--- config.mk ---
export PLATFORM = sky130hd
export DESIGN_NAME = alu_seq
export DESIGN_NICKNAME = d
export VERILOG_FILES = /design/src/rtl/alu_seq.sv
export SDC_FILE = /design/constraint.sdc
export NUM_CORES = 1
export LEC_CHECK = 0
export ABC_AREA = 1
export CAP_MARGIN = 20
export CORE_ASPECT_RATIO = 0.5
export CORE_UTILIZATION = 30
export CTS_BUF_LIST = sky130_fd_sc_hd__clkbuf_16
export CTS_CLUSTER_SIZE = 25
export DETAILED_ROUTE_END_ITERATION = 12
export GPL_ROUTABILITY_DRIVEN = 0
export PLACE_DENSITY = 0.49
export SYNTH_ARGS = -nofsm -noshare
export SYNTH_HDL_FRONTEND = slang
export SYNTH_SLANG_ARGS = --single-unit
--- constraint.sdc ---
create_clock -name clk -period 2.4 [get_ports clk]
set_input_delay 0.48 -clock clk [delete_from_list [all_inputs] [get_ports clk]]
set_output_delay 0.48 -clock clk [all_outputs]
set_load 0.01 [all_outputs]
--- src/rtl/alu_seq.sv ---
`default_nettype none
// ============================================================================
//  Module   : alu_seq
//  Purpose  : Sequential MU0 ALU with CARRY/SKIP flags, N-bit shifts and
//             iterative shift-add multiply; one instruction per start pulse.
//  Revision : 1.0  initial release
// ============================================================================
module alu_seq #(
    parameter int WIDTH = 16,
    parameter int CNTW  = $clog2(WIDTH)
) (
    input  logic             clk,
    input  logic             reset_n,
    input  logic             start,
    input  logic [2:0]       op,
    input  logic [1:0]       cin_sel,
    input  logic             cw,
    input  logic [1:0]       cond,
    input  logic [WIDTH-1:0] rd,
    input  logic [WIDTH-1:0] rs,
    output logic [WIDTH-1:0] result,
    output logic             wen,
    output logic             busy,
    output logic             done,
    output logic             carry_q,
    output logic             skip_q
);

    localparam logic [2:0] c_OP_ADD = 3'b000;
    localparam logic [2:0] c_OP_SUB = 3'b001;
    localparam logic [2:0] c_OP_MOV = 3'b010;
    localparam logic [2:0] c_OP_XSR = 3'b011;
    localparam logic [2:0] c_OP_LSL = 3'b100;
    localparam logic [2:0] c_OP_LSR = 3'b101;
    localparam logic [2:0] c_OP_MUL = 3'b110;
    localparam logic [2:0] c_OP_RSV = 3'b111;

    typedef enum logic [1:0] {
        IDLE = 2'd0,
        RUN  = 2'd1,
        FIN  = 2'd2
    } state_t;

    state_t r_state, w_state_nxt;

    logic [2:0]         r_op;
    logic               r_cw;
    logic [1:0]         r_cond;
    logic [CNTW-1:0]    r_cnt;
    logic [WIDTH-1:0]   r_acc;
    logic [2*WIDTH-1:0] r_mcand;
    logic [2*WIDTH-1:0] r_prod;

    logic               w_cin;
    logic [CNTW-1:0]    w_amt;
    logic               w_multi;
    logic [WIDTH-1:0]   w_add_a;
    logic [WIDTH-1:0]   w_add_b;
    logic [WIDTH:0]     w_sum;
    logic [WIDTH-1:0]   w_one_res;
    logic               w_one_cout;
    logic [WIDTH-1:0]   w_step_acc;
    logic               w_step_out;
    logic [2*WIDTH-1:0] w_step_prod;
    logic               w_run_last;
    logic               w_complete;
    logic [2:0]         w_fin_op;
    logic               w_fin_cw;
    logic [1:0]         w_fin_cond;
    logic [WIDTH-1:0]   w_fin_res;
    logic               w_fin_cout;
    logic               w_fin_skip;

    // Single-cycle datapath, evaluated straight from the ports in IDLE
    always_comb begin
        unique case (cin_sel)
            2'b00:   w_cin = 1'b0;
            2'b01:   w_cin = 1'b1;
            2'b10:   w_cin = carry_q;
            default: w_cin = rs[WIDTH-1];
        endcase
        w_amt   = rs[CNTW-1:0];
        w_multi = (((op == c_OP_LSL) || (op == c_OP_LSR)) && (w_amt != '0))
                  || (op == c_OP_MUL);
        w_add_a = (op == c_OP_MOV) ? '0  : rd;
        w_add_b = (op == c_OP_SUB) ? ~rs : rs;
        w_sum   = {1'b0, w_add_a} + {1'b0, w_add_b} + {{WIDTH{1'b0}}, w_cin};
        w_one_res  = '0;
        w_one_cout = 1'b0;
        case (op)
            c_OP_ADD, c_OP_SUB, c_OP_MOV: begin
                w_one_res  = w_sum[WIDTH-1:0];
                w_one_cout = w_sum[WIDTH];
            end
            c_OP_XSR: begin
                w_one_res  = {w_cin, rs[WIDTH-1:1]};
                w_one_cout = rs[0];
            end
            c_OP_LSL, c_OP_LSR: w_one_res = rs;
            default: ;
        endcase
    end

    // Iterative step: r_acc is the shift value, or the multiplier for MUL
    always_comb begin
        w_step_out  = (r_op == c_OP_LSL) ? r_acc[WIDTH-1] : r_acc[0];
        w_step_acc  = (r_op == c_OP_LSL) ? {r_acc[WIDTH-2:0], 1'b0}
                                         : {1'b0, r_acc[WIDTH-1:1]};
        w_step_prod = r_acc[0] ? (r_prod + r_mcand) : r_prod;
        w_run_last  = (r_op == c_OP_MUL) ? (r_cnt == '0) : (r_cnt == CNTW'(1));
    end

    always_comb begin
        if (r_state == RUN) begin
            w_fin_op   = r_op;
            w_fin_cw   = r_cw;
            w_fin_cond = r_cond;
            w_fin_res  = (r_op == c_OP_MUL) ? w_step_prod[WIDTH-1:0] : w_step_acc;
            w_fin_cout = (r_op == c_OP_MUL) ? (|w_step_prod[2*WIDTH-1:WIDTH])
                                            : w_step_out;
        end else begin
            w_fin_op   = op;
            w_fin_cw   = cw;
            w_fin_cond = cond;
            w_fin_res  = w_one_res;
            w_fin_cout = w_one_cout;
        end
        unique case (w_fin_cond)
            2'b00:   w_fin_skip = 1'b0;
            2'b01:   w_fin_skip = 1'b1;
            2'b10:   w_fin_skip = w_fin_cout;
            default: w_fin_skip = (w_fin_res == '0);
        endcase
        w_complete = ((r_state == IDLE) && start && !w_multi)
                     || ((r_state == RUN) && w_run_last);
    end

    always_ff @(posedge clk or negedge reset_n) begin
        if (!reset_n) r_state <= IDLE;
        else          r_state <= w_state_nxt;
    end

    always_comb begin
        w_state_nxt = r_state;
        case (r_state)
            IDLE:    if (start) w_state_nxt = w_multi ? RUN : FIN;
            RUN:     if (w_run_last) w_state_nxt = FIN;
            FIN:     w_state_nxt = IDLE;
            default: w_state_nxt = IDLE;
        endcase
    end

    assign busy = (r_state != IDLE);

    // Outputs are registered on the edge entering FIN, so FIN is the done cycle
    always_ff @(posedge clk or negedge reset_n) begin
        if (!reset_n) begin
            r_op    <= '0;
            r_cw    <= 1'b0;
            r_cond  <= '0;
            r_cnt   <= '0;
            r_acc   <= '0;
            r_mcand <= '0;
            r_prod  <= '0;
            result  <= '0;
            wen     <= 1'b0;
            done    <= 1'b0;
            carry_q <= 1'b0;
            skip_q  <= 1'b0;
        end else begin
            wen  <= 1'b0;
            done <= 1'b0;
            if ((r_state == IDLE) && start) begin
                r_op    <= op;
                r_cw    <= cw;
                r_cond  <= cond;
                r_acc   <= rs;
                r_mcand <= {{WIDTH{1'b0}}, rd};
                r_prod  <= '0;
                r_cnt   <= (op == c_OP_MUL) ? CNTW'(WIDTH - 1) : w_amt;
            end else if (r_state == RUN) begin
                r_acc   <= w_step_acc;
                r_mcand <= r_mcand << 1;
                r_prod  <= w_step_prod;
                r_cnt   <= r_cnt - CNTW'(1);
            end
            if (w_complete) begin
                done <= 1'b1;
                if (w_fin_op == c_OP_RSV) begin
                    result <= '0;
                end else begin
                    result <= w_fin_res;
                    wen    <= 1'b1;
                    skip_q <= w_fin_skip;
                    if (w_fin_cw) carry_q <= w_fin_cout;
                end
            end
        end
    end

endmodule
`default_nettype wire

==> impl_metrics.py <==
metrics = {
    "run_status": {
        "run_status": "finished, violations left",
        "failed_checks": "negative setup slack",
    },
    "route": {
        "wl_met1_mm": 17.3,
        "via_per_inst": 4.88,
        "drt_iter0_drc": 639,
        "finalWirelength_mm": 35.3,
        "top_layer_used": "met4",
        "met3_length_mm": 1.17,
        "postRouteAntennaNets": 0,
        "drcViolationCount": 0,
        "avgRoutedWirePerCell_um": 16.3,
        "route.vias.total": 10560,
        "total_met2_wirelength_after_detailed_routing_mm": 16.2,
        "dr.pass1.iters": 5,
    },
    "hold_path": {
        "hold_class": "input port to asynchronous set/reset pin",
    },
    "yosys": {
        "yosys.area.top_type_share_pct": 29.5,
        "post_synth_instance_area_um2": 9510,
        "avgSynthCellArea_um2": 6.57,
        "post_synth_inst_count": 1447,
        "synth_area_leader_cell": "dfrtp_1",
        "ys_warn_count": 0,
        "synth.lib_cells_used.distinct": 49,
        "ys_ff_latch": 112,
        "synth_sequential_area_ratio_pct": 29.5,
        "asyncSetResetFlopFracSynth_pct": 100,
        "synth_commonest_cells": "490 x nand2_1, 240 x inv_1, 112 x dfrtp_1",
        "synth_ff_type": "dfrtp_1",
        "synthesis.nets": 1541,
        "synth_enable_flop_cells": 0,
        "ys_top_cells_by_area": "dfrtp_1 29%, nand2_1 19%, inv_1 9.5%",
        "yosys.cell_count.top_type": "nand2_1",
    },
    "setup_path": {
        "cp_cell_sequence": "a21oi_2, a31o_4, fa_2, inv_2, fa_2, nand3_2, nand2_4, nand2_1, nand2_2, nand2_2, nand2_2, buf_4, buf_4, a21oi_4, o221ai_2, nand2_1, nand2_2, mux2_2",
        "worstSetupPathDepth": 18,
        "worstPathArrival_ns": 3.10,
        "timing.critical_path.max_delay_family": "adder cells",
        "criticalPathCategory": "register to register",
        "required_time_at_the_worst_slack_endpoint_ns": 2.67,
        "max_stage_delay_ns": 0.42,
        "critPathSlowestCell": "dfrtp_1",
        "r2r_slack_ns": -0.43,
        "timing.rr.start": "carry_q$_DFFE_PN0P_",
        "cell_repeated_most_along_the_worst_path": "nand2_2",
        "cp_num_buf_inv": 3,
        "reg2regPathDepth": 18,
        "crit_start": "carry_q$_DFFE_PN0P_",
        "cp-end-kind": "register",
        "crit_fanout": 5,
        "worstSetupStartpointType": "register",
    },
    "clock_tree": {
        "clock_pin_slew_of_the_registers_on_the_worst_case_setup_and_hold_paths_ns": 0.09,
        "clock_sinks": 112,
        "cts_htree_levels": 3,
        "clock_tree_from_tritoncts": "done",
        "clk_path_buf_depth": 2,
        "clock_latency_at_the_later_pin_of_the_worst_skew_pair_ns": 0.38,
        "cts_root_buffer": "clkbuf_16",
        "cts_made_buffers": 9,
    },
    "finish": {
        "finish.instance_area_um2": 14300,
        "final_nets": 1830,
        "final_layout_size_suffix_gt1_share_pct": 35.2,
        "area_growth_syn_to_layout_pct": 49.9,
        "utilization_pct": 46.4,
        "layout.filler_cells": 3082,
        "insertedDiodeCount": 0,
    },
    "power_and_ir_drop": {
        "switching_power_uw": 6600,
        "vdd_drop_max_v": 0.000553,
        "power_frac_clock_pct": 11.1,
        "cellLeakagePower_uw": 0.00728,
        "power_density_nw_per_um2": 992,
        "p_seq_share_pct": 22.6,
        "internal_power_uw": 7550,
        "power_frac_comb_pct": 66.3,
        "switching_part_of_the_total_power_pct": 46.6,
    },
    "die": {
        "design.core.area_um2": 30700,
        "fp.dieW_um": 254,
        "pin_count": 64,
        "dieHeight_um": 128,
        "start_util_pct": 30.9,
        "placement_rows": 45,
        "floorplan.die_area_um2": 32500,
    },
    "sta": {
        "finalSetupViolations": 16,
        "timing.slew.headroom_pct": 62.2,
        "final.period_utilization_pct": 118,
        "timing.final.max_slew_violations": 0,
        "fin_skew_ns": 0.0111,
        "setup_slack_ns": -0.426,
        "report.final.hold_viol_count": 0,
        "post-route-min-period_ns": 2.83,
        "max_clock_freq_mhz": 354,
        "worstMarginPinSlew_ns": 0.566,
        "grt_setup_unrepaired": "yes",
    },
    "placement": {
        "placement.cell_area_um2": 12200,
        "portBuffers": 63,
        "half_perimeter_wire_length_after_placement_mm": 26.9,
    },
    "global_routing": {
        "first_global_vias": 10414,
        "antenna_found_initial": 0,
        "track_usage_pct": 22.1,
        "overflow": 0,
        "grt_first_pass_wirelength_mm": 56.0,
        "grt_start_max_net_pins": 45,
    },
    "job": {
        "cap_violations": 0,
    },
}
## kinds of logic (layout without fill, tap and decap cells)
group	count (synthesis)	in the layout	synth area share, %
xor gates and xnor gates	25	25	2.30
adders and majority gates	51	51	6.94
buffers and inverters	304	598	12.5
muxes	12	12	1.29
DFF	112	112	29.5
AOI/OAI and AO/OA	212	212	14.9
and+or+nand+nor	731	731	32.5
## metrics by stage
step / setup WS, ns / setup TNS, ns / std cells / power (uW) / hold WS, ns
finish: -0.426 / -2.93 / 2164 / 14200 / 0.0748
global route: -0.570 / -4.77 / 2164 / 15200 / 0.111
CTS: -0.350 / -2.08 / 2141 / 13100 / 0.0963
detailed placement: -1.30 / -16.82 / 2104 / 10800 / 0.476
global placement: -1.26 / -16.24 / 2104 / 10800 / 0.468
floorplan: -0.495 / -2.62 / 1447 / 7440 / 0.184
## final timing paths
path,to
max reg2reg,carry_q$_DFFE_PN0P_
min in group clk,r_op[0]$_DFFE_PN0P_
max,carry_q$_DFFE_PN0P_
min reg2reg,r_cw$_DFFE_PN0P_
max in group asynchronous,r_prod[24]$_DFFE_PN0P_
min,r_acc[7]$_DFFE_PN0P_
## state kept, by name, indices dropped and copies added (netlist names), 2 cells and up
name	count
r_acc	16
r_cnt	4
r_cond	2
r_mcand	32
r_op	3
r_prod	32
r_state	2
result	16
## layout make-up
type                       instances  area, um^2  share of cell area, %
tap                              423         529                   3.71
timing repair buffer             323        2740                   19.2
clock buffer                       9         225                   1.58
multi-input combinational       1031        6910                   48.4
sequential                       112        2810                   19.7
inverter                         259         980                   6.87
clock inverter                     7        73.8                  0.518
## cell usage in the layout, fill, tap and decap left out, types with 26 or more instances in the layout
master           count
nand2_2            102
ha_4                29
inv_2               26
nand3_2             37
o21ai_0             31
clkdlybuf4s50_1     51
buf_4              240
nor2_2              33
dfrtp_1            107
o221ai_1            29
nor2_1              42
inv_1              225
o22ai_1             34
nand3_1             55
nand2_1            390
## power by group through the flow
| stage | sequential [uW] | combinational, uW | clock, uW |
|---|---|---|---|
| final | 3200 | 9380 | 1580 |
| after global routing | 3280 | 10200 | 1680 |
| after CTS | 3140 | 8390 | 1610 |
| after detailed placement | 3090 | 7760 | 0 |
| after global placement | 3070 | 7720 | 0 |
| after floorplan | 3030 | 4400 | 0 |
## worst reg2reg max path: stages, from the launching register on
cell and delay [ns]:
dfrtp_1 0.42, a21oi_2 0.18, a31o_4 0.14, fa_2 0.20, inv_2 0.05, fa_2 0.40
nand3_2 0.09, nand2_4 0.07, nand2_1 0.08, nand2_2 0.07, nand2_2 0.08, nand2_2 0.06
buf_4 0.14, buf_4 0.13, a21oi_4 0.12, o221ai_2 0.10, nand2_1 0.08, nand2_2 0.06
mux2_2 0.25
## routing by layer
| layer | vias to the layer above | GRT usage [%] |
|---|---|---|
| li1 | 5219 | - |
| met1 | 5100 | 30.7 |
| met2 | 201 | 36.7 |
| met3 | 40 | 2.96 |
| met4 | 0 | 4.71 |
| met5 | - | 0 |
## repair_timing
item                                    in CTS  in global routing
pin swaps                                   68                103
hold buffers                                 0                  0
cloned                                       1                  0
endpoints found under the setup margin      19                 17
resized for setup                          167                181
buffers inserted                            20                 24
(Power assumes the default switching activity.)
